`config.mk`:
```
export PLATFORM = sky130hd
export DESIGN_NAME = vram_arbiter_flat
export DESIGN_NICKNAME = d
export VERILOG_FILES = /design/src/rtl/vram_arbiter_if.sv /design/src/rtl/vram_arbiter.sv /design/src/flat_wrapper.sv
export SDC_FILE = /design/constraint.sdc
export NUM_CORES = 1
export LEC_CHECK = 0
export ABC_AREA = 1
export CAP_MARGIN = 30
export CORE_MARGIN = 4
export CORE_UTILIZATION = 44
export DETAILED_ROUTE_END_ITERATION = 8
export GPL_TIMING_DRIVEN = 0
export PLACE_DENSITY = 0.85
export SLEW_MARGIN = 15
export SYNTH_ARGS = -nofsm -noshare
export SYNTH_HDL_FRONTEND = slang
export SYNTH_SLANG_ARGS = --single-unit
```
`constraint.sdc`:
```
create_clock -name clk_sys -period 2.77 [get_ports clk_sys]
set_input_delay 0.554 -clock clk_sys [delete_from_list [all_inputs] [get_ports clk_sys]]
set_output_delay 0.554 -clock clk_sys [all_outputs]
set_load 0.02 [all_outputs]
```
`src/rtl/vram_arbiter_if.sv`:
```
// Display, CPU and VRAM-macro signals around vram_arbiter; slave = arbiter side.
interface vram_arbiter_if;
    logic        vid_req;
    logic [12:0] vid_addr;
    logic        vid_valid;
    logic [31:0] vid_data;
    logic        cpu_req;
    logic        cpu_we;
    logic [14:0] cpu_addr;
    logic [7:0]  cpu_din;
    logic        cpu_busy;
    logic        cpu_ack;
    logic [7:0]  cpu_dout;
    logic        mem_rd;
    logic [3:0]  mem_we;
    logic [12:0] mem_addr;
    logic [31:0] mem_wdata;
    logic [31:0] mem_rdata;

    modport slave (
        input  vid_req, vid_addr, cpu_req, cpu_we, cpu_addr, cpu_din, mem_rdata,
        output vid_valid, vid_data, cpu_busy, cpu_ack, cpu_dout,
               mem_rd, mem_we, mem_addr, mem_wdata
    );

    modport master (
        output vid_req, vid_addr, cpu_req, cpu_we, cpu_addr, cpu_din, mem_rdata,
        input  vid_valid, vid_data, cpu_busy, cpu_ack, cpu_dout,
               mem_rd, mem_we, mem_addr, mem_wdata
    );
endinterface

```
`src/rtl/vram_arbiter.sv`:
```
// VRAM slot arbiter: video > CPU read (buffer empty) > write drain; VRAM_WBUF_EN enables posted writes.
// Latency: video 2 cycles fixed, unobstructed CPU read/unbuffered write 2 cycles.
// Backpressure: registered cpu_busy; strobes arriving while busy are dropped.
module vram_arbiter #(
    parameter int WBUF_DEPTH = 4
) (
    input  logic          clk_sys,
    input  logic          reset,
    vram_arbiter_if.slave bus
);

    typedef struct packed {
        logic [1:0]  plane;
        logic [12:0] addr;
        logic [7:0]  data;
    } wr_ent_t;

    if (WBUF_DEPTH < 2 || WBUF_DEPTH > 8 || (WBUF_DEPTH & (WBUF_DEPTH - 1)) != 0) begin : g_bad_depth
        $error("vram_arbiter: WBUF_DEPTH must be a power of two in 2..8");
    end

    logic        vid_pend;
    logic [12:0] vid_pend_addr;
    logic        rd_pend;
    logic        rd_pend_d;
    logic [14:0] rd_addr_q;
    logic        in_flight;
    logic        tag_cpu;
    logic        busy_q;
    logic        busy_d;
    logic        rd_go;
    logic        wr_go;
    logic        wr_ack;
    logic        rd_ack;
    logic        wr_accept;
    logic        rd_accept;
    wr_ent_t     wr_head;
    wr_ent_t     wr_new;

    assign wr_accept = bus.cpu_req & ~busy_q & bus.cpu_we;
    assign rd_accept = bus.cpu_req & ~busy_q & ~bus.cpu_we;
    assign wr_new    = {bus.cpu_addr[14:13], bus.cpu_addr[12:0], bus.cpu_din};
    assign rd_pend_d = rd_accept | (rd_pend & ~rd_go);

`ifdef VRAM_WBUF_EN
    localparam int AW = $clog2(WBUF_DEPTH);

    wr_ent_t       wbuf [WBUF_DEPTH];
    logic [AW-1:0] wr_ptr;
    logic [AW-1:0] rd_ptr;
    logic [AW:0]   count;
    logic [AW:0]   count_d;

    // Reads wait for an empty buffer, which gives read-after-write ordering.
    assign wr_head = wbuf[rd_ptr];
    assign rd_go   = rd_pend & ~vid_pend & (count == '0);
    assign wr_go   = ~vid_pend & (count != '0);
    assign count_d = count + {{AW{1'b0}}, wr_accept} - {{AW{1'b0}}, wr_go};
    assign busy_d  = (count_d == (AW+1)'(WBUF_DEPTH)) | rd_pend_d;
    assign wr_ack  = 1'b0;

    always_ff @(posedge clk_sys) begin
        if (reset) begin
            wr_ptr <= '0;
            rd_ptr <= '0;
            count  <= '0;
        end else begin
            if (wr_accept) wr_ptr <= wr_ptr + AW'(1);
            if (wr_go)     rd_ptr <= rd_ptr + AW'(1);
            count <= count_d;
        end
    end

    always_ff @(posedge clk_sys) begin
        if (wr_accept) wbuf[wr_ptr] <= wr_new;
    end
`else
    logic    wr_pend;
    logic    wr_ack_q;
    wr_ent_t wr_ent_q;

    assign wr_head = wr_ent_q;
    assign rd_go   = rd_pend & ~vid_pend;
    assign wr_go   = wr_pend & ~vid_pend;
    assign busy_d  = rd_pend_d | wr_accept | (wr_pend & ~wr_go);
    assign wr_ack  = wr_ack_q & ~reset;

    always_ff @(posedge clk_sys) begin
        if (reset) begin
            wr_pend  <= 1'b0;
            wr_ack_q <= 1'b0;
            wr_ent_q <= '0;
        end else begin
            wr_pend  <= wr_accept | (wr_pend & ~wr_go);
            wr_ack_q <= wr_go;
            if (wr_accept) wr_ent_q <= wr_new;
        end
    end
`endif

    always_ff @(posedge clk_sys) begin
        if (reset) begin
            vid_pend      <= 1'b0;
            vid_pend_addr <= '0;
            rd_pend       <= 1'b0;
            rd_addr_q     <= '0;
            in_flight     <= 1'b0;
            tag_cpu       <= 1'b0;
            busy_q        <= 1'b0;
        end else begin
            // Video is always issued the slot after its strobe, so a new strobe simply replaces it.
            vid_pend <= bus.vid_req;
            if (bus.vid_req) vid_pend_addr <= bus.vid_addr;
            rd_pend <= rd_pend_d;
            if (rd_accept) rd_addr_q <= bus.cpu_addr;
            in_flight <= vid_pend | rd_go;
            tag_cpu   <= rd_go;
            busy_q    <= busy_d;
        end
    end

    always_comb begin
        bus.mem_rd    = 1'b0;
        bus.mem_we    = 4'b0000;
        bus.mem_addr  = '0;
        bus.mem_wdata = '0;
        if (!reset) begin
            if (vid_pend) begin
                bus.mem_rd   = 1'b1;
                bus.mem_addr = vid_pend_addr;
            end else if (rd_go) begin
                bus.mem_rd   = 1'b1;
                bus.mem_addr = rd_addr_q[12:0];
            end else if (wr_go) begin
                bus.mem_we    = 4'b0001 << wr_head.plane;
                bus.mem_addr  = wr_head.addr;
                bus.mem_wdata = {4{wr_head.data}};
            end
        end
    end

    assign rd_ack        = in_flight & tag_cpu & ~reset;
    assign bus.vid_valid = in_flight & ~tag_cpu & ~reset;
    assign bus.vid_data  = bus.vid_valid ? bus.mem_rdata : '0;
    assign bus.cpu_ack   = rd_ack | wr_ack;
    assign bus.cpu_dout  = rd_ack ? bus.mem_rdata[{rd_addr_q[14:13], 3'b000} +: 8] : '0;
    assign bus.cpu_busy  = busy_q;

endmodule

```
`src/flat_wrapper.sv`:
```
// flat-port wrapper written by rule: the top's interface ports become plain ports
module vram_arbiter_flat 
#(
    parameter int WBUF_DEPTH = 4
)
  (clk_sys, reset, bus_vid_req, bus_vid_addr, bus_cpu_req, bus_cpu_we, bus_cpu_addr, bus_cpu_din, bus_mem_rdata, bus_vid_valid, bus_vid_data, bus_cpu_busy, bus_cpu_ack, bus_cpu_dout, bus_mem_rd, bus_mem_we, bus_mem_addr, bus_mem_wdata);
  vram_arbiter_if bus_i ();
  input  logic clk_sys;
  input  logic reset;
  input wire logic [$bits(bus_i.vid_req)-1:0] bus_vid_req;
  input wire logic [$bits(bus_i.vid_addr)-1:0] bus_vid_addr;
  input wire logic [$bits(bus_i.cpu_req)-1:0] bus_cpu_req;
  input wire logic [$bits(bus_i.cpu_we)-1:0] bus_cpu_we;
  input wire logic [$bits(bus_i.cpu_addr)-1:0] bus_cpu_addr;
  input wire logic [$bits(bus_i.cpu_din)-1:0] bus_cpu_din;
  input wire logic [$bits(bus_i.mem_rdata)-1:0] bus_mem_rdata;
  output wire logic [$bits(bus_i.vid_valid)-1:0] bus_vid_valid;
  output wire logic [$bits(bus_i.vid_data)-1:0] bus_vid_data;
  output wire logic [$bits(bus_i.cpu_busy)-1:0] bus_cpu_busy;
  output wire logic [$bits(bus_i.cpu_ack)-1:0] bus_cpu_ack;
  output wire logic [$bits(bus_i.cpu_dout)-1:0] bus_cpu_dout;
  output wire logic [$bits(bus_i.mem_rd)-1:0] bus_mem_rd;
  output wire logic [$bits(bus_i.mem_we)-1:0] bus_mem_we;
  output wire logic [$bits(bus_i.mem_addr)-1:0] bus_mem_addr;
  output wire logic [$bits(bus_i.mem_wdata)-1:0] bus_mem_wdata;
  assign bus_i.vid_req = bus_vid_req;
  assign bus_i.vid_addr = bus_vid_addr;
  assign bus_i.cpu_req = bus_cpu_req;
  assign bus_i.cpu_we = bus_cpu_we;
  assign bus_i.cpu_addr = bus_cpu_addr;
  assign bus_i.cpu_din = bus_cpu_din;
  assign bus_i.mem_rdata = bus_mem_rdata;
  assign bus_vid_valid = bus_i.vid_valid;
  assign bus_vid_data = bus_i.vid_data;
  assign bus_cpu_busy = bus_i.cpu_busy;
  assign bus_cpu_ack = bus_i.cpu_ack;
  assign bus_cpu_dout = bus_i.cpu_dout;
  assign bus_mem_rd = bus_i.mem_rd;
  assign bus_mem_we = bus_i.mem_we;
  assign bus_mem_addr = bus_i.mem_addr;
  assign bus_mem_wdata = bus_i.mem_wdata;
  vram_arbiter #(.WBUF_DEPTH(WBUF_DEPTH)) u_core (.clk_sys(clk_sys), .reset(reset), .bus(bus_i));
endmodule
```
==> results of run 1 <==
-- registers in the layout, indices dropped and copies added, names as in the netlist --
register	flops
u_core.wr_ent_q	23
u_core.rd_addr_q	15
u_core.vid_pend_addr	13
u_core.bus.cpu_busy	1
u_core.in_flight	1
u_core.rd_pend	1
u_core.tag_cpu	1
u_core.vid_pend	1
u_core.wr_ack_q	1
u_core.wr_pend	1
-- layer usage --
| metal | global-route usage | vias up |
|---|---|---|
| li1 | - | 2009 |
| met1 | 0.3076 | 1842 |
| met5 | 0 | - |
| met2 | 0.4510 | 202 |
| met3 | 0.05817 | 21 |
| met4 | 0.07572 | 0 |
-- how the worst max path moves through the flow --
stage,start,end,slack (ns)
final,reset,bus_mem_wdata[18],0.01
after global routing,reset,bus_mem_wdata[24],-0.05
after CTS,reset,bus_vid_data[1],0.006
after detailed placement,reset,bus_mem_wdata[25],-0.32
after global placement,reset,bus_mem_wdata[9],-0.27
after floorplan,reset,bus_mem_wdata[10],0.69
-- through the flow --
step	setup WS (ns)	setup TNS, ns	util
global route	-0.05181	-0.4884	0.7193
detailed placement	-0.3214	-15.97	0.6966
CTS	0.005503	0	0.7191
floorplan	0.6895	0	-
finish	0.009878	0	0.7193
global placement	-0.2748	-12.68	0.6966
-- worst max-delay path, cell delays in order --
cell and delay (ns):
clkdlybuf4s50_1 0.45, inv_1 0.10, nand2_1 0.10, nor2_4 0.20, inv_2 0.15, nor2_2 0.18, buf_4 0.13, dlygate4sd2_1 0.32
-- area by class of cell --
| type | instances | area share |
|---|---|---|
| Buffer | 56 | 0.06703 |
| Clock buffer | 12 | 0.02958 |
| Clock inverter | 4 | 0.01407 |
| Inverter | 59 | 0.04222 |
| Multi-Input combinational cell | 364 | 0.3082 |
| Sequential cell | 58 | 0.2214 |
| Tap cell | 99 | 0.02362 |
| Timing Repair Buffer | 164 | 0.2939 |
-- power breakdown --
part / internal, W / switching, W / leakage [nW]
combinational: 0.000198 / 0.000247 / 2.28
clock: 0.000556 / 0.000334 / 0.117
sequential: 0.000884 / 0.0000248 / 0.477
-- Yosys cell counts (3+ instances only) --
library cell	n	area (sq um)
a21oi_1	34	170.2
buf_2	23	115.1
buf_4	26	195.2
clkbuf_1	3	11.26
dfxtp_1	58	1161
inv_1	52	195.2
inv_2	6	22.52
nand2_1	125	469.2
nand3_1	40	200.2
nand4_1	26	162.7
nor2_1	118	442.9
nor2_4	3	33.78
o21ai_0	14	70.07
-- kinds of logic (layout without fill, tap and decap cells) --
group	count (synthesis)	in the layout
AND/OR/NAND/NOR	316	316
flip-flops	58	58
buffers and inverters	115	295
AO/OA/AOI/OAI	48	48
-- repair_timing --
action | 4_1_cts | 5_1_grt
gates resized for setup | 91 | 59
hold buffers | 0 | 0
endpoints found under the setup margin | 86 | 56
==> qor.yml, run 1 <==
synth_seq_cells: 58
outcome: "finished clean"
finClkSkew_ns: 0.003754
fillers: 656
final_cell_mix: "nand2_1, nor2_1, clkdlybuf4s50_1"
area_growth_pct: 58.25
multi_input_area_sq_um: 1617
clockRootBuffer: "clkbuf_8"
gr-usage-all-layers: 0.2554
drt-pass1-iter-count: 5
dp.cells: 800
end_kind: "output pin"
synthAdderAreaFrac: 0
hold_start: "u_core.wr_ent_q[12]$_SDFFE_PP0P_"
htreeDepth: 3
synth-xor-area-share: 0
dp_hpwl_mm: 9.222
cts-buffers-inserted: 9
fmax_ghz: 0.3623
fp.dieW_microns: 94.79
hold_slack_ns: 0.4643
ioPinCount: 166
cap_violations: 0
worstPathMaxFanout: 8
peakVddDrop_mv: 0.3509
clock_path_buffers: 2
synth-simple-area-share: 0.4062
synth-edff-count: 0
wl_met3_mm: 1.181
fin_area_sq_um: 5245
hold_depth: 2
regToRegSetupSlack_ns: 1.54
portBuffers: 164
layout.nets: 785
regToRegEndpoint: "u_core.wr_ent_q[5]$_SDFFE_PP0P_"
start_util: 0.4545
routed_wl_mm: 11.76
regArea_sq_um: 1161
critical_path_class: "in2out"
power_density_nw_per_um2: 427.6
place_area_sq_um: 5080
hold_viol: 0
finalPower_w: 0.002243
critical_path_arrival_ns: 2.21
fin_crit_sh: 0.9964
num_antenna_cells: 0
clkSlewWorstSetupHoldPaths_ns: 0.07
ys_seq_area_frac: 0.3503
drtAntennaViolNets: 0
maxUsedRoutingLayer: "met4"
slew_violations: 0
syn-instance-count: 537
num_rows: 31
coreArea_sq_um: 7292
synth-compound-area-share: 0.07248
postCtsSetupBuffers: 0
p_leak_nw: 2.877
grt_antenna_before_repair: 0
syn_area_sq_um: 3314
r2r_start: "u_core.bus.cpu_busy$_SDFF_PP0_"
yosysWarnings: 0
drt-met1-wl_mm: 4.607
syn_area_per_cell_sq_um: 6.172
clkLatencyLatePin_ns: 0.34
yosys_most_used_dff: "dfxtp_1"
synth.distinct_cells: 20
fin_crit_ns: 2.760
drive_gt1_frac: 0.1409
fin_cells: 816
rsz0062_at_grt: "yes"
syn_nets: 610
vias: 4074
gp_congestion: 0.8979
slew_headroom: 0.6832
mostFrequentLayoutCell: "nand2_1"
synth.area.mux_share: 0
hold_class: "reg2reg"
cts_sinks: 58
crit_required_ns: 2.22
die_area_sq_um: 8985
async_reset_ff_frac: 0
worstRegToRegCells: 6
grt_max_degree: 11
worst_slew_pin_slew_ns: 0.4751
min_to: "u_core.wr_ent_q[12]$_SDFFE_PP0P_"
wl_met2_mm: 5.767
dr.first_iter.drc_count: 246
wire_per_inst_microns: 14.41
startpoint_type: "input pin"
vias_per_cell: 4.993
synth_top_family_by_area: "simple AND/OR/NAND/NOR gates"
grt_overflow_total: 0
cts_tree: "done"
setup_viol: 0
first_global_vias: 3716
grt_first_pass_wirelength_mm: 18.00
drc: 0
die_y_microns: 94.79
Note: power is estimated with default switching activity, not from simulation.
==> inputs of run 2 (changes only) <==
Clock period 2.77 ns to 3.3 ns, I/O delays scaled along.
==> qor.yml, run 2 (same netlist as run 1, synthesis figures left out) <==
gr-usage-all-layers: 0.2539
fin_area_sq_um: 5319
ioPinCount: 166
vias_per_cell: 4.977
drt-met1-wl_mm: 4.581
reg.largest.list: "u_core.wr_ent_q (23), u_core.rd_addr_q (15), u_core.vid_pend_addr (13)"
largest_reg_flops: 23
mostFrequentLayoutCell: "clkdlybuf4s50_1"
drtAntennaViolNets: 0
regToRegSetupSlack_ns: 2.08
layout.nets: 785
grt_max_degree: 11
worstPathCellList: "clkdlybuf4s50_1 > inv_1 > nand2_1 > nor2_4 > inv_2 > nor2_1 > buf_4 > clkdlybuf4s50_1"
cap_violations: 0
finish.utilization: 0.7294
postCtsSetupBuffers: 0
grt_first_pass_wirelength_mm: 17.88
rsz0062_at_grt: "yes"
clock_path_buffers: 2
regMostFlops: "u_core.wr_ent_q"
start_util: 0.4545
cts_sinks: 58
outcome: "finished clean"
drc: 0
coreArea_sq_um: 7292
fin_crit_ns: 3.298
place_area_sq_um: 5080
cts-buffers-inserted: 9
drive_gt1_frac: 0.1116
portBuffers: 164
cts_hold_buf: 0
hold_viol: 0
clockRootBuffer: "clkbuf_8"
p_leak_nw: 2.394
area_growth_pct: 60.48
drt-pass1-iter-count: 5
peakVddDrop_mv: 0.2933
wl_met3_mm: 1.133
dp_hpwl_mm: 9.222
fin_cells: 816
crit_top_cell: "clkdlybuf4s50_1"
first_global_vias: 3679
die_area_sq_um: 8985
setup_viol: 0
cts_tree: "done"
finalPower_w: 0.001888
final_cell_mix: "clkdlybuf4s50_1, nand2_1, nor2_1"
num_rows: 31
num_antenna_cells: 0
clkSlewWorstSetupHoldPaths_ns: 0.06
htreeDepth: 3
fmax_ghz: 0.3032
end_kind: "output pin"
routed_wl_mm: 11.60
gp_congestion: 0.8979
cp_slowest_cell: "clkdlybuf4s50_1"
slew_headroom: 0.6763
crit_required_ns: 2.64
finClkSkew_ns: 0.004946
power_density_nw_per_um2: 354.9
fin_crit_sh: 0.9994
dp.cells: 800
clkLatencyLatePin_ns: 0.34
maxUsedRoutingLayer: "met4"
layout_setup_ws_ns: 0.002082
worstPathMaxFanout: 8
wire_per_inst_microns: 14.21
fp.dieW_microns: 94.79
slowest_delay_ns: 0.59
hold_class: "reg2reg"
slew_violations: 0
dr.first_iter.drc_count: 261
startpoint_type: "input pin"
critical_path_arrival_ns: 2.64
grt_overflow_total: 0
worst_slew_pin_slew_ns: 0.4856
vias: 4061
wl_met2_mm: 5.617
critical_path_class: "in2out"
grt_antenna_before_repair: 0
post-place-ws_ns: -0.003439
fillers: 622
die_y_microns: 94.79
## run 2: path summary, 6_finish.rpt
path,start,to,depth (start not counted)
worst max-delay path,reset,bus_mem_wdata[18],8
worst min-delay path,u_core.wr_ent_q[8]$_SDFFE_PP0P_,u_core.wr_ent_q[8]$_SDFFE_PP0P_,2
worst max register to register,u_core.bus.cpu_busy$_SDFF_PP0_,u_core.wr_ent_q[5]$_SDFFE_PP0P_,6
worst min register to register,u_core.wr_ent_q[8]$_SDFFE_PP0P_,u_core.wr_ent_q[8]$_SDFFE_PP0P_,2
## run 2: final cells by class
class | instances | area (sq um) | share of cell area
buffer | 56 | 345.3 | 0.06493
clock inverter | 4 | 73.82 | 0.01388
inverter | 59 | 221.5 | 0.04164
tap | 99 | 123.9 | 0.02329
clock buffer | 12 | 155.1 | 0.02917
sequential | 58 | 1161 | 0.2183
timing repair buffer | 164 | 1642 | 0.3086
multi-input combinational | 364 | 1597 | 0.3002
## run 2: critical path: cells and delay by family
| kind | cells | cell delay [ns] |
|---|---|---|
| and+or+nand+nor | 3 | 0.55 |
| buffers and inverters | 5 | 1.42 |
## run 2: routing by layer
| metal | track usage | vias up |
|---|---|---|
| met2 | 0.4474 | 204 |
| met5 | 0 | - |
| li1 | - | 2006 |
| met1 | 0.3066 | 1827 |
| met4 | 0.07572 | 0 |
| met3 | 0.05737 | 24 |
## run 2: power breakdown
group          internal [W]  total [W]  switching, W
registers          0.000742   0.000762     0.0000208
clock network      0.000467   0.000746      0.000279
logic              0.000175   0.000380      0.000205
## run 2: stage by stage
step,setup TNS (ns),hold WS [ns]
2_1_floorplan,0,0.4391
3_3_place_gp,0,0.4496
3_5_place_dp,-0.003439,0.4542
4_1_cts,0,0.4649
5_1_grt,-0.9819,0.4871
6_report,0,0.4637
## run 2: what timing repair did
action	in CTS	in global routing
pin swaps	0	0
gates resized for setup	1	2
setup endpoints to repair	3	28
==> inputs of run 3 (changes only) <==
Settings changed: CORE_ASPECT_RATIO set to 0.5.
==> qor.yml, run 3 (same netlist as run 1, synthesis figures left out) <==
regToRegSetupSlack_ns: 2.08
slew_headroom: 0.6617
r2r_start: "u_core.bus.cpu_busy$_SDFF_PP0_"
die_area_sq_um: 9069
end_kind: "output pin"
grt_antenna_before_repair: 0
reg.largest.list: "u_core.wr_ent_q (23), u_core.rd_addr_q (15), u_core.vid_pend_addr (13)"
largest_reg_flops: 23
mostFrequentLayoutCell: "clkdlybuf4s50_1"
first_global_vias: 3810
hold_class: "reg2reg"
p_leak_nw: 2.624
maxUsedRoutingLayer: "met4"
area_growth_pct: 62.89
num_rows: 22
hold_depth: 2
die_y_microns: 69.37
finalPower_w: 0.002003
slew_violations: 0
wl_met2_mm: 5.850
grt_overflow_total: 0
regArea_sq_um: 1161
grt_max_degree: 12
ioPinCount: 166
cts_tree: "done"
cts_sinks: 58
fin_crit_sh: 1.000
grt_first_pass_wirelength_mm: 18.02
fmax_ghz: 0.3030
drt-met1-wl_mm: 4.708
gr-usage-all-layers: 0.2452
clkLatencyLatePin_ns: 0.33
swShare: 0.2791
cts-buffers-inserted: 9
p_switching_w: 0.0005591
critical_path_arrival_ns: 2.64
layout_setup_ws_ns: -0.0003149
regMostFlops: "u_core.wr_ent_q"
fp.dieW_microns: 130.7
startpoint_type: "input pin"
portBuffers: 164
power_density_nw_per_um2: 371.0
worstRegToRegCells: 6
drt-pass1-iter-count: 5
clockRootBuffer: "clkbuf_16"
vias_per_cell: 5.000
dr.first_iter.drc_count: 294
finish.utilization: 0.7374
setup_viol: 1
drive_gt1_frac: 0.1144
layout.nets: 785
cts_hold_buf: 0
hold_viol: 0
pwr-share-comb: 0.191
clock_path_buffers: 2
wire_per_inst_microns: 14.33
min_to: "u_core.rd_addr_q[4]$_SDFFE_PP0P_"
drc: 0
gp_congestion: 0.8395
crit_required_ns: 2.64
intPower_w: 0.001444
violations: "negative setup slack"
final_cell_mix: "clkdlybuf4s50_1, nand2_1, nor2_1"
sequentialPowerShare: 0.381
wl_met3_microns: 810
regToRegEndpoint: "u_core.wr_ent_q[6]$_SDFFE_PP0P_"
drtAntennaViolNets: 0
postCtsSetupBuffers: 0
worstPathMaxFanout: 8
num_antenna_cells: 0
dp_hpwl_mm: 8.713
worst_slew_pin_slew_ns: 0.5074
cap_violations: 0
critical_path_class: "in2out"
hold_start: "u_core.rd_addr_q[4]$_SDFFE_PP0P_"
htreeDepth: 3
clkSlewWorstSetupHoldPaths_ns: 0.05
power_frac_clock: 0.428
fillers: 571
fin_crit_ns: 3.300
coreArea_sq_um: 7322
start_util: 0.4527
outcome: "finished with violations"
routed_wl_mm: 11.65
rsz0062_at_grt: "yes"
vias: 4065
finClkSkew_ns: 0.006475
peakVddDrop_mv: 0.2850
multi_input_area_sq_um: 1599
## run 3: final cells by class
type / count / share of cell area
Inverter: 59 / 0.04102
Timing Repair Buffer: 164 / 0.3096
Clock buffer: 10 / 0.04426
Sequential cell: 58 / 0.2151
Clock inverter: 6 / 0.007648
Buffer: 56 / 0.06396
Multi-Input combinational cell: 364 / 0.2962
Tap cell: 96 / 0.02225
## run 3: how the worst max path moves through the flow
| stage | to | startpoint | depth (start not counted) | slack [ns] |
|---|---|---|---|---|
| 2_1_floorplan | bus_mem_wdata[10] | reset | 6 | 1.01 |
| 4_1_cts | bus_mem_wdata[15] | reset | 8 | 0.02 |
| 3_5_place_dp | bus_mem_wdata[15] | reset | 8 | 0.03 |
| 3_3_place_gp | bus_mem_wdata[9] | reset | 8 | 0.04 |
| 5_1_grt | bus_mem_wdata[29] | reset | 8 | -0.10 |
| 6_report | bus_mem_wdata[9] | reset | 8 | -0.0003 |
## run 3: through the flow
stage	area (sq um)	cells	setup TNS, ns	setup WS (ns)	hold WS (ns)
after detailed placement	5076	797	0	0.03137	0.4540
after global placement	5076	797	0	0.03627	0.4483
final	5399	813	-0.0003149	-0.0003149	0.4617
after CTS	5356	813	0	0.01725	0.4603
after global routing	5399	813	-1.191	-0.1013	0.4803
after floorplan	3314	537	0	1.008	0.4391
## run 3: what timing repair did
item                                    CTS  global route
endpoints found under the setup margin    0            46
resized for setup                         0            16
hold endpoints to repair                  0             0
## run 3: worst max-delay path, stage by stage
cell             delay [ns]
clkdlybuf4s50_1        0.43
inv_1                  0.08
nand2_1                0.10
nor2_4                 0.21
inv_2                  0.12
nor2_1                 0.27
buf_4                  0.17
clkdlybuf4s50_1        0.59
## run 3: power by group through the flow
| stage | sequential, W | clock, W | combinational [W] |
|---|---|---|---|
| floorplan | 0.000771 | 0 | 0.000202 |
| global placement | 0.000775 | 0 | 0.000367 |
| detailed placement | 0.000776 | 0 | 0.000374 |
| CTS | 0.000762 | 0.000864 | 0.000380 |
| global route | 0.000765 | 0.000901 | 0.000417 |
| finish | 0.000763 | 0.000858 | 0.000382 |
## run 3: metal layers
layer | vias up | global-route usage
met5 | - | 0
met4 | 0 | 0.09920
met3 | 24 | 0.04538
met2 | 190 | 0.4297
met1 | 1851 | 0.2935
li1 | 2000 | -
